## config.mk

```make
export PLATFORM = sky130hd
export DESIGN_NAME = hazard_stall_controller
export DESIGN_NICKNAME = d
export VERILOG_FILES = /design/src/rtl/mips_pipe_pkg.sv /design/src/rtl/md_busy_tracker.sv /design/src/rtl/hazard_stall_controller.sv
export SDC_FILE = /design/constraint.sdc
export NUM_CORES = 1
export LEC_CHECK = 0
export ABC_AREA = 1
export BUFFER_PORTS_ARGS = -buffer_cell sky130_fd_sc_hd__buf_2
export CORE_MARGIN = 3
export CORE_UTILIZATION = 48
export DETAILED_ROUTE_END_ITERATION = 10
export GPL_TIMING_DRIVEN = 0
export HOLD_SLACK_MARGIN = 0.12
export PLACE_DENSITY = 0.82
export SLEW_MARGIN = 10
export SYNTH_ARGS = -nofsm -noshare
export SYNTH_HDL_FRONTEND = slang
export SYNTH_SLANG_ARGS = --single-unit
export TNS_END_PERCENT = 100
```

## constraint.sdc

```tcl
create_clock -name clk -period 2.2 [get_ports clk]
set_input_delay 0.22 -clock clk [delete_from_list [all_inputs] [get_ports clk]]
set_output_delay 0.22 -clock clk [all_outputs]
set_load 0.01 [all_outputs]
```

## src/rtl/mips_pipe_pkg.sv

```systemverilog
// Shared types and constants for the MIPS pipeline control slice.
package mips_pipe_pkg;

  localparam int REG_ADDR_W = 5;
  localparam logic [REG_ADDR_W-1:0] REG_ZERO = 5'd0;

  typedef enum logic {
    MD_IDLE = 1'b0,
    MD_BUSY = 1'b1
  } md_state_t;

endpackage

```

## src/rtl/md_busy_tracker.sv

```systemverilog
// Mult/div occupancy tracker: IDLE/BUSY FSM with a down-counter, producing md_busy and a
// one-cycle md_done on the last busy cycle.
//
// state   | meaning
// MD_IDLE | unit free, waiting for a start
// MD_BUSY | operation in flight, counter holds remaining busy cycles minus one
module md_busy_tracker
  import mips_pipe_pkg::*;
#(
  parameter int MD_CYCLES = 32,
  parameter int CNT_W     = 6
) (
  input  logic clk,
  input  logic rst_n,
  input  logic start,
  output logic busy,
  output logic done
);

  localparam logic [CNT_W-1:0] CNT_LOAD = CNT_W'(MD_CYCLES - 1);

  md_state_t        state_q, state_d;
  logic [CNT_W-1:0] cnt_q, cnt_d;

  always_ff @(posedge clk) begin
    if (!rst_n) begin
      state_q <= MD_IDLE;
      cnt_q   <= '0;
    end else begin
      state_q <= state_d;
      cnt_q   <= cnt_d;
    end
  end

  // A start seen while busy is a protocol violation and is simply ignored.
  always_comb begin
    state_d = state_q;
    cnt_d   = cnt_q;
    case (state_q)
      MD_IDLE: begin
        if (start) begin
          state_d = MD_BUSY;
          cnt_d   = CNT_LOAD;
        end
      end
      MD_BUSY: begin
        if (cnt_q == '0) state_d = MD_IDLE;
        else             cnt_d   = cnt_q - 1'b1;
      end
      default: state_d = MD_IDLE;
    endcase
  end

  always_comb begin
    busy = rst_n && (state_q == MD_BUSY);
    done = busy && (cnt_q == '0);
  end

endmodule

```

## src/rtl/hazard_stall_controller.sv

```systemverilog
// Pipeline hazard controller: load-use and mult/div stalls, taken-branch flush.
// Optional saturating stall/flush performance counters under HAZARD_PERF_CNT_EN.
module hazard_stall_controller
  import mips_pipe_pkg::*;
#(
  parameter int MD_CYCLES = 32,
  parameter int CNT_W     = 6,
  parameter int PERF_W    = 32
) (
  input  logic                  clk,
  input  logic                  rst_n,
  input  logic                  IDEX_MemRead,
  input  logic [REG_ADDR_W-1:0] IDEX_RegRt,
  input  logic [REG_ADDR_W-1:0] IFID_RegRs,
  input  logic [REG_ADDR_W-1:0] IFID_RegRt,
  input  logic                  IFID_UsesRt,
  input  logic                  IFID_IsMd,
  input  logic                  IFID_ReadsHiLo,
  input  logic                  IDEX_MdStart,
  input  logic                  EX_BranchTaken,
  output logic                  PC_Write,
  output logic                  IFID_Write,
  output logic                  IFID_Flush,
  output logic                  IDEX_Bubble,
`ifdef HAZARD_PERF_CNT_EN
  output logic [PERF_W-1:0]     stall_cycles,
  output logic [PERF_W-1:0]     flush_cycles,
`endif
  output logic                  md_busy,
  output logic                  md_done
);

  logic load_use, md_stall, stall;

  md_busy_tracker #(
    .MD_CYCLES (MD_CYCLES),
    .CNT_W     (CNT_W)
  ) u_md_busy_tracker (
    .clk   (clk),
    .rst_n (rst_n),
    .start (IDEX_MdStart),
    .busy  (md_busy),
    .done  (md_done)
  );

  always_comb begin
    load_use = IDEX_MemRead && (IDEX_RegRt != REG_ZERO) &&
               ((IDEX_RegRt == IFID_RegRs) || (IFID_UsesRt && (IDEX_RegRt == IFID_RegRt)));
    md_stall = md_busy && (IFID_IsMd || IFID_ReadsHiLo);
    stall    = load_use || md_stall;
  end

  // Taken branch wins over a stall: the stalled instruction in ID is squashed anyway.
  always_comb begin
    PC_Write    = 1'b1;
    IFID_Write  = 1'b1;
    IFID_Flush  = 1'b0;
    IDEX_Bubble = 1'b0;
    if (!rst_n) begin
      PC_Write    = 1'b0;
      IFID_Write  = 1'b0;
      IFID_Flush  = 1'b1;
      IDEX_Bubble = 1'b1;
    end else if (EX_BranchTaken) begin
      IFID_Flush  = 1'b1;
      IDEX_Bubble = 1'b1;
    end else if (stall) begin
      PC_Write    = 1'b0;
      IFID_Write  = 1'b0;
      IDEX_Bubble = 1'b1;
    end
  end

`ifdef HAZARD_PERF_CNT_EN
  always_ff @(posedge clk) begin
    if (!rst_n) begin
      stall_cycles <= '0;
      flush_cycles <= '0;
    end else if (EX_BranchTaken) begin
      if (flush_cycles != '1) flush_cycles <= flush_cycles + PERF_W'(1);
    end else if (stall) begin
      if (stall_cycles != '1) stall_cycles <= stall_cycles + PERF_W'(1);
    end
  end
`endif

endmodule

```

==> results.yml, run 1 <==
die:
  dieArea_um2: 1770
  die_width_um: 42.1
  die_h_um: 42.1
  io_pins: 29
  start_util_pct: 53.4
  rows: 12
  core_um2: 1170
logic_synthesis:
  synthTopCellsByArea: "dfxtp_1 22%, nand2_1 22%, inv_1 16%, nor2_1 7.2%, nand3_1 4.8%"
  synth.largest_area_cell: "dfxtp_1"
  yosysSeqAreaShare_pct: 22.4
  synth_seq_cells: 7
  ys_warn_count: 0
  syn_area_um2: 626
  synthCells: 113
  synth_top_area_share_pct: 22.4
  synth_cell_types: 20
  syn_nets: 137
  avgSynthCellArea_um2: 5.54
global_routing:
  grt_pass1_wl_mm: 2.55
  antenna_found_initial: 0
  grt_pass1_vias: 660
  grt_max_degree: 8
  grt_usage_pct: 17.9
  grt-ovfl-total: 0
clock_tree:
  cts_resized: 0
  post_cts_buffers: 0
  clkLatencyLatePin_ns: 0.25
  hold_buffers: 0
  cts-buffers-inserted: 3
  clock_path_buffers: 2
  root_buffer: "clkbuf_4"
  cts.sinks: 7
  clk_pin_slew_ns: 0.05
  htree_levels: 1
  cts_tree: "done"
final_layout:
  final_cell_mix: "36 x nand2_1, 28 x buf_2, 27 x inv_1"
  seqCellArea_um2: 140
  num_antenna_cells: 0
  fillers: 107
  drive_above_1_share_pct: 28.3
  nets: 170
  multi_input_area_um2: 370
  final_common_cell: "nand2_1"
  area_growth_pct: 29.4
sta:
  layout_min_cycle_time_ns: 1.58
  relSlewSlack_pct: 83.6
  holdWs_ns: 0.226
  fin_skew_ns: 0.00472
  setup_viol: 0
  slew_viol_final: 0
  finalSetupTns_ns: 0
  worst_pin_slew_ns: 0.244
  period_share_pct: 72.0
  fmax_mhz: 632
  hold_viol: 0
  rsz0062_at_grt: "no"
worst_setup_path:
  crit_chain: "inv_1 -> ha_1 -> inv_1 -> nor2_2 -> nand3_2 -> nor2_1 -> buf_2"
  critical_path_class: "flop to output pin"
  reg2reg_slack_ns: 0.85
  crit_top_cell: "inv_1"
  r2r-start: "u_md_busy_tracker.cnt_q[1]$_SDFFE_PN0P_"
  crit_fanout: 3
  critPathLaunchType: "flop"
  startpoint: "u_md_busy_tracker.cnt_q[0]$_SDFFE_PN0P_"
  arrival_ns: 1.36
  critPathRequiredTime_ns: 1.98
  cp_top_family: "simple AND/OR/NAND/NOR gates"
  cp_slowest_cell: "dfxtp_1"
  slowest_delay_ns: 0.31
  crit_buf_inv: 3
  worst_setup_path_end_kind: "output pin"
power:
  vdd_drop_max_mv: 0.400
  leakagePower_nw: 0.504
  powerDensity_nw_per_um2: 511
  power_mw: 0.413
min_path:
  hp-start: "rst_n"
  hp-class: "primary input to flop"
job:
  drv_cap: 0
placed_design:
  gp_congestion: 0.763
  numPortBuffers: 28
  dp.final_hpwl_mm: 1.19
drt:
  route.detailed.drc: 0
  vias_per_cell: 4.66
  routedWlPerCell_um: 8.98
  first_iter_violations: 20
  ant_nets: 0
  drt-pass1-iter-count: 4
  wl_mm: 1.43
  dr_total_vias: 741
status:
  status: "complete, no violations"
cell families (layout without fill, tap and decap cells):
kind of cell | Yosys count | after routing | share of synthesized area [%]
simple gates | 62 | 62 | 43.6
xor+xnor | 1 | 1 | 1.40
flops | 7 | 7 | 22.4
buf+inv | 29 | 61 | 18.4
compound gates | 13 | 13 | 12.2
fa+ha+maj | 1 | 1 | 2.00
metal layers:
layer / track usage [%] / part of all wire [%] / vias up
li1: - / - / 404
met1: 22.4 / 48 / 316
met2: 30.2 / 44 / 21
met3: 6.44 / 7.4 / 0
met4: 1.86 / 0 / 0
met5: 0 / 0 / -
cell type report:
| type | count | area share, % |
|---|---|---|
| buffer | 1 | 0.927 |
| tap | 14 | 2.16 |
| sequential | 7 | 17.3 |
| multi-input combinational | 77 | 45.7 |
| inverter | 28 | 13.3 |
| clock buffer | 4 | 3.25 |
| timing repair buffer | 28 | 17.3 |
path summary, 6_finish.rpt:
kind / end / cells after the start
worst max-delay path: md_done / 7
worst min-delay path: u_md_busy_tracker.cnt_q[5]$_SDFFE_PN0P_ / 3
worst max register to register: u_md_busy_tracker.cnt_q[5]$_SDFFE_PN0P_ / 10
worst min register to register: u_md_busy_tracker.cnt_q[3]$_SDFFE_PN0P_ / 2
cells in the mapped netlist (all sizes together):
cell   count
a31oi      3
inv       28
dfxtp      7
a21oi      4
ha         1
xnor2      1
nand3      7
nand2     39
buf        1
o21ai      6
nand4      2
nor3       1
nor2      13
registers in the layout, indices dropped and copies added (netlist names):
| register | cells |
|---|---|
| u_md_busy_tracker.state_q | 1 |
| u_md_busy_tracker.cnt_q | 6 |
report_power, final:
part           switching [mW]  internal, mW  total, mW
Combinational          0.0843        0.0601      0.144
Sequential             0.0119         0.141      0.153
Clock                  0.0471        0.0692      0.116
tightest hold or removal path: cells and delay by family:
family / cells / cell delay, ns
buf+inv: 1 / 0.12
simple gates: 2 / 0.09
through the flow:
stage / worst slack, ns / utilization (%) / area (µm²) / instances
5_1_grt: 0.505 / 69.1 / 810 / 159
4_1_cts: 0.607 / 69.1 / 810 / 159
3_3_place_gp: 0.754 / 66.9 / 783 / 155
2_1_floorplan: 0.890 / - / 626 / 113
3_5_place_dp: 0.709 / 66.9 / 783 / 155
6_report: 0.617 / 69.1 / 810 / 159
Note: power is estimated with default switching activity, not from simulation.
==> run 2, diff against run 1 <==
ABC_AREA = 0   (was 1)
CORE_UTILIZATION = 38   (was 48)
PLACE_DENSITY = 0.73   (was 0.82)
clock period = 1.33 ns   (was 2.2 ns; I/O delays follow)
==> results.yml, run 2 <==
status:
  status: "finished with violations"
  violations: "setup timing"
clock_tree:
  clk_pin_slew_ns: 0.05
  clock_path_buffers: 2
  cts.sinks: 7
  clkLatencyLatePin_ns: 0.25
  cts-buffers-inserted: 3
  root_buffer: "clkbuf_4"
  htree_levels: 1
  cts_tree: "done"
worst_setup_path:
  reg2reg_slack_ns: -0.38
  r2r_cells: 7
  arrival_ns: 1.58
  crit_fanout: 3
  worst_setup_path_end_kind: "output pin"
  critPathLaunchType: "flop"
  cp_slowest_cell: "or3b_4"
  crit_buf_inv: 2
  cp_top_family: "simple AND/OR/NAND/NOR gates"
  slowest_delay_ns: 0.39
  critPathRequiredTime_ns: 1.20
  r2r-end: "u_md_busy_tracker.cnt_q[3]$_SDFFE_PN0P_"
  crit_chain: "inv_2 -> ha_4 -> or3b_4 -> nor4b_2 -> buf_2"
  critical_path_class: "flop to output pin"
  r2r-start: "u_md_busy_tracker.cnt_q[1]$_SDFFE_PN0P_"
die:
  start_util_pct: 43.6
  dieArea_um2: 1860
  die_h_um: 43.1
  core_um2: 1200
  rows: 12
  die_width_um: 43.1
  io_pins: 29
final_layout:
  largest_register_ffs: 6
  nets: 121
  final_common_cell: "buf_2"
  num_antenna_cells: 0
  seqCellArea_um2: 144
  top_regs: "u_md_busy_tracker.cnt_q (6), u_md_busy_tracker.state_q (1)"
  top_register: "u_md_busy_tracker.cnt_q"
  drive_above_1_share_pct: 59.4
  multi_input_area_um2: 449
  final_cells: 110
  area_growth_pct: 69.0
  stdcell_area_um2: 886
  fillers: 84
  final_cell_mix: "22 x buf_2, 9 x xor2_1, 7 x buf_6"
drt:
  ant_nets: 0
  dr_total_vias: 607
  route.detailed.drc: 0
  wl_mm: 1.62
  drt-pass1-iter-count: 4
  vias_per_cell: 5.52
  first_iter_violations: 3
  routedWlPerCell_um: 14.7
logic_synthesis:
  synthTopCellsByArea: "dfxtp_1 27%, xor2_1 17%, a211oi_1 4.3%, a311oi_1 3.3%, o31a_4 3.3%"
  synth_ff_type: "dfxtp_1"
  syn_area_um2: 524
  syn_nets: 82
  synth_top_area_share_pct: 26.7
  synth_seq_cells: 7
  synth_compound_area_share_pct: 27.7
  ys_async_sr_fraction_pct: 0
  synth_edf_count: 0
  avgSynthCellArea_um2: 9.04
  ys_warn_count: 0
  synth_cell_types: 30
  synth_xor_area_share_pct: 18.4
  synth.largest_area_cell: "dfxtp_1"
  synth_top_family_by_area: "compound AO/OA/AOI/OAI gates"
  synthAdderAreaFrac_pct: 2.39
  synth.most_common_cell: "xor2_1"
  synth_top_cells_by_count: "10 x xor2_1, 7 x dfxtp_1, 4 x inv_1"
  synth_mux_area_share_pct: 1.91
  synth-simple-area-share_pct: 18.6
  yosysSeqAreaShare_pct: 26.7
  synthCells: 58
power:
  leakagePower_nw: 0.370
  powerDensity_nw_per_um2: 889
  vdd_drop_max_mv: 0.674
sta:
  period_share_pct: 129
  setup_viol: 11
  worst_slack_ns: -0.386
  hold_viol: 0
  fin_skew_ns: 0.000741
  fmax_mhz: 583
  relSlewSlack_pct: 52.0
  layout_min_cycle_time_ns: 1.72
  slew_viol_final: 0
  worst_pin_slew_ns: 0.719
  holdWs_ns: 0.160
  rsz0062_at_grt: "yes"
global_routing:
  grt-ovfl-total: 0
  antenna_found_initial: 0
  grt_pass1_vias: 603
  grt_pass1_wl_mm: 2.59
  grt_max_degree: 9
  grt_usage_pct: 18.3
placed_design:
  gp_congestion: 0.751
  placed_cells: 100
  numPortBuffers: 28
  placed_cell_area_um2: 706
  dp.final_hpwl_mm: 1.09
min_path:
  hold_end: "u_md_busy_tracker.cnt_q[1]$_SDFFE_PN0P_"
  hp-class: "primary input to flop"
  hold_depth: 2
  hp-start: "rst_n"
job:
  drv_cap: 0
==> run 2: changes by cell type in the layout (fill, tap and decap cells not counted), moves of 7 or more <==
cell,delta
buf_6,+7
inv_1,-25
nor2_1,-10
nand2_1,-35
xor2_1,+9
==> run 2: how the worst max path moves through the flow <==
stage / from / endpoint / slack [ns] / cells past startpoint
final: u_md_busy_tracker.cnt_q[1]$_SDFFE_PN0P_ / md_done / -0.39 / 5
after CTS: u_md_busy_tracker.cnt_q[1]$_SDFFE_PN0P_ / md_done / -0.39 / 5
after detailed placement: u_md_busy_tracker.cnt_q[0]$_SDFFE_PN0P_ / u_md_busy_tracker.cnt_q[4]$_SDFFE_PN0P_ / -0.34 / 6
after floorplan: u_md_busy_tracker.cnt_q[0]$_SDFFE_PN0P_ / u_md_busy_tracker.cnt_q[4]$_SDFFE_PN0P_ / -0.28 / 6
after global routing: u_md_busy_tracker.cnt_q[1]$_SDFFE_PN0P_ / md_done / -0.44 / 5
after global placement: u_md_busy_tracker.cnt_q[0]$_SDFFE_PN0P_ / u_md_busy_tracker.cnt_q[4]$_SDFFE_PN0P_ / -0.33 / 6
==> run 2: power by group <==
part	switching, mW	internal [mW]	leakage, nW
logic	0.147	0.173	0.296
clock network	0.0794	0.115	0.0150
registers	0.0386	0.236	0.0589
==> run 2: cells by family after synthesis <==
kind of cell / Yosys count
AND/OR/NAND/NOR: 16
multiplexers: 1
XOR/XNOR: 11
buffers and inverters: 5
adder cells (fa/ha/maj): 1
AO/OA/AOI/OAI: 17
flip-flops: 7
==> run 2: through the flow <==
stage | utilization (%) | power, mW | TNS, ns | setup WS [ns]
2_1_floorplan | - | 0.417 | -1.68 | -0.281
3_3_place_gp | 58.8 | 0.492 | -2.54 | -0.326
3_5_place_dp | 58.8 | 0.500 | -2.66 | -0.339
4_1_cts | 71.1 | 0.770 | -3.03 | -0.392
5_1_grt | 73.8 | 0.842 | -3.79 | -0.445
6_report | 73.8 | 0.788 | -3.07 | -0.386
==> run 2: layout make-up <==
| cell class | instances | share of cell area [%] |
|---|---|---|
| Clock buffer | 4 | 2.97 |
| Inverter | 4 | 1.69 |
| Buffer | 1 | 0.847 |
| Sequential cell | 7 | 16.2 |
| Timing Repair Buffer | 34 | 25.6 |
| Tap cell | 14 | 1.98 |
| Multi-Input combinational cell | 46 | 50.7 |
==> run 2: timing repair <==
| action | CTS | global route |
|---|---|---|
| pin swaps | 11 | 7 |
| setup buffers | 6 | 0 |
| hold buffers | 0 | 0 |
| gates resized for setup | 16 | 6 |
| endpoints found under the setup margin | 11 | 11 |
==> run 2: layer usage <==
metal  track usage, %  part of all wire (%)  wire (µm)  up-vias
met5                0                     0          0        -
met4             3.61                  0.87         14        0
met3             7.20                   7.1        115        4
met2             31.6                    51        829       26
met1             21.1                    41        657      277
li1                 -                     -          -      300
==> run 3, diff against run 2 <==
REMOVE_ABC_BUFFERS = 1   (was default)
==> results.yml, run 3 (synthesized netlist as in run 2, its figures left out) <==
status:
  status: "finished with violations"
  violations: "setup timing"
drt:
  drt-pass1-iter-count: 4
  route.detailed.drc: 0
  wl_mm: 1.69
  routedWlPerCell_um: 14.9
  vias_per_cell: 5.43
  ant_nets: 0
  dr_total_vias: 614
  first_iter_violations: 15
clock_tree:
  cts-buffers-inserted: 3
  hold_buffers: 0
  root_buffer: "clkbuf_4"
  cts_tree: "done"
  clkLatencyLatePin_ns: 0.26
  cts.sinks: 7
  clk_pin_slew_ns: 0.05
  clock_path_buffers: 2
  htree_levels: 1
worst_setup_path:
  r2r-end: "u_md_busy_tracker.cnt_q[4]$_SDFFE_PN0P_"
  crit_fanout: 3
  critPathRequiredTime_ns: 1.20
  critPathLaunchType: "flop"
  r2r-start: "u_md_busy_tracker.cnt_q[0]$_SDFFE_PN0P_"
  r2r_cells: 6
  reg2reg_slack_ns: -0.38
  worst_setup_path_end_kind: "output pin"
  arrival_ns: 1.58
  critical_path_class: "flop to output pin"
die:
  io_pins: 29
  die_width_um: 43.1
  start_util_pct: 43.6
  dieArea_um2: 1860
  die_h_um: 43.1
  rows: 12
  core_um2: 1200
global_routing:
  antenna_found_initial: 0
  grt_pass1_vias: 617
  met3_usage_pct: 8.05
  grt-ovfl-total: 0
  busiest_layer: "met2"
  grtUsageMet2_pct: 28.9
  use_met1_pct: 23.4
  grt_max_degree: 9
  grt_usage_pct: 19.0
  grt_pass1_wl_mm: 2.64
sta:
  slew_viol_final: 0
  relSlewSlack_pct: 59.5
  fmax_mhz: 582
  fin_skew_ns: 0.00677
  layout_min_cycle_time_ns: 1.72
  rsz0062_at_grt: "yes"
  holdWs_ns: 0.158
  worst_pin_slew_ns: 0.607
  period_share_pct: 129
  hold_viol: 0
  setup_viol: 11
  worst_slack_ns: -0.387
placed_design:
  dp.final_hpwl_mm: 1.04
  placed_cell_area_um2: 674
  gp_congestion: 0.771
  place_ws_ns: -0.426
  numPortBuffers: 28
power:
  powerDensity_nw_per_um2: 910
  leakagePower_nw: 0.378
  vdd_drop_max_mv: 0.847
min_path:
  hp-class: "primary input to flop"
  hp-start: "rst_n"
  hold_end: "u_md_busy_tracker.cnt_q[1]$_SDFFE_PN0P_"
  hold_depth: 2
job:
  drv_cap: 0
final_layout:
  top_register: "u_md_busy_tracker.cnt_q"
  final_util_pct: 73.0
  stdcell_area_um2: 877
  drive_above_1_share_pct: 58.6
  final_common_cell: "buf_2"
  largest_register_ffs: 6
  num_antenna_cells: 0
  nets: 124
  top_regs: "u_md_busy_tracker.cnt_q (6), u_md_busy_tracker.state_q (1)"
  area_growth_pct: 67.3
  final_cell_mix: "26 x buf_2, 10 x xor2_1, 6 x buf_4"
==> run 3: cell count changes in the layout (fill, tap and decap cells not counted), sizes merged <==
cell / previous run / this run
buf: 35 / 38
==> run 3: area by class of cell <==
cell class              count  area [µm²]
clock buffers               4        26.3
fillers                    86         324
inverters                   4        15.0
multi-input cells          46         425
flip-flops and latches      7         146
well taps                  14        17.5
repair buffers             38         246
==> run 3: metrics by stage <==
step / instances / total power, mW / TNS [ns]
after global routing: 113 / 0.857 / -3.40
after detailed placement: 99 / 0.472 / -3.09
after floorplan: 57 / 0.394 / -1.95
after CTS: 114 / 0.778 / -2.47
after global placement: 99 / 0.466 / -2.90
final: 113 / 0.798 / -2.78
==> run 3: timing repair <==
item	4_1_cts	5_1_grt
endpoints found under the setup margin	11	11
endpoints found under the hold margin	0	0
pin swaps	5	5
resized for setup	21	6
cloned	0	0
buffers inserted	14	1
==> run 3: worst max-delay path, stage by stage, from the launching register on <==
cell,delay [ns]
dfxtp_2,0.33
inv_2,0.07
ha_4,0.13
or3b_4,0.40
nor4b_2,0.25
buf_2,0.17
==> run 3: per-layer routing <==
metal  share of wire, %  wire (µm)
met5                  0          0
met4                  0          0
met3                7.8        131
met2                 49        821
met1                 44        735
==> run 3: worst max-delay path by stage <==
stage,cells after the start,endpoint,from
2_1_floorplan,6,u_md_busy_tracker.cnt_q[4]$_SDFFE_PN0P_,u_md_busy_tracker.cnt_q[0]$_SDFFE_PN0P_
3_3_place_gp,6,u_md_busy_tracker.cnt_q[4]$_SDFFE_PN0P_,u_md_busy_tracker.cnt_q[0]$_SDFFE_PN0P_
3_5_place_dp,6,u_md_busy_tracker.cnt_q[4]$_SDFFE_PN0P_,u_md_busy_tracker.cnt_q[0]$_SDFFE_PN0P_
4_1_cts,5,md_done,u_md_busy_tracker.cnt_q[1]$_SDFFE_PN0P_
5_1_grt,5,md_done,u_md_busy_tracker.cnt_q[0]$_SDFFE_PN0P_
6_report,5,md_done,u_md_busy_tracker.cnt_q[0]$_SDFFE_PN0P_
==> run 3: power breakdown <==
group	switching, mW	internal [mW]	leakage, nW	total [mW]
Clock	0.0855	0.115	0.0150	0.200
Sequential	0.0343	0.236	0.0592	0.270
Combinational	0.145	0.182	0.304	0.327
Total	0.265	0.533	0.378	0.798
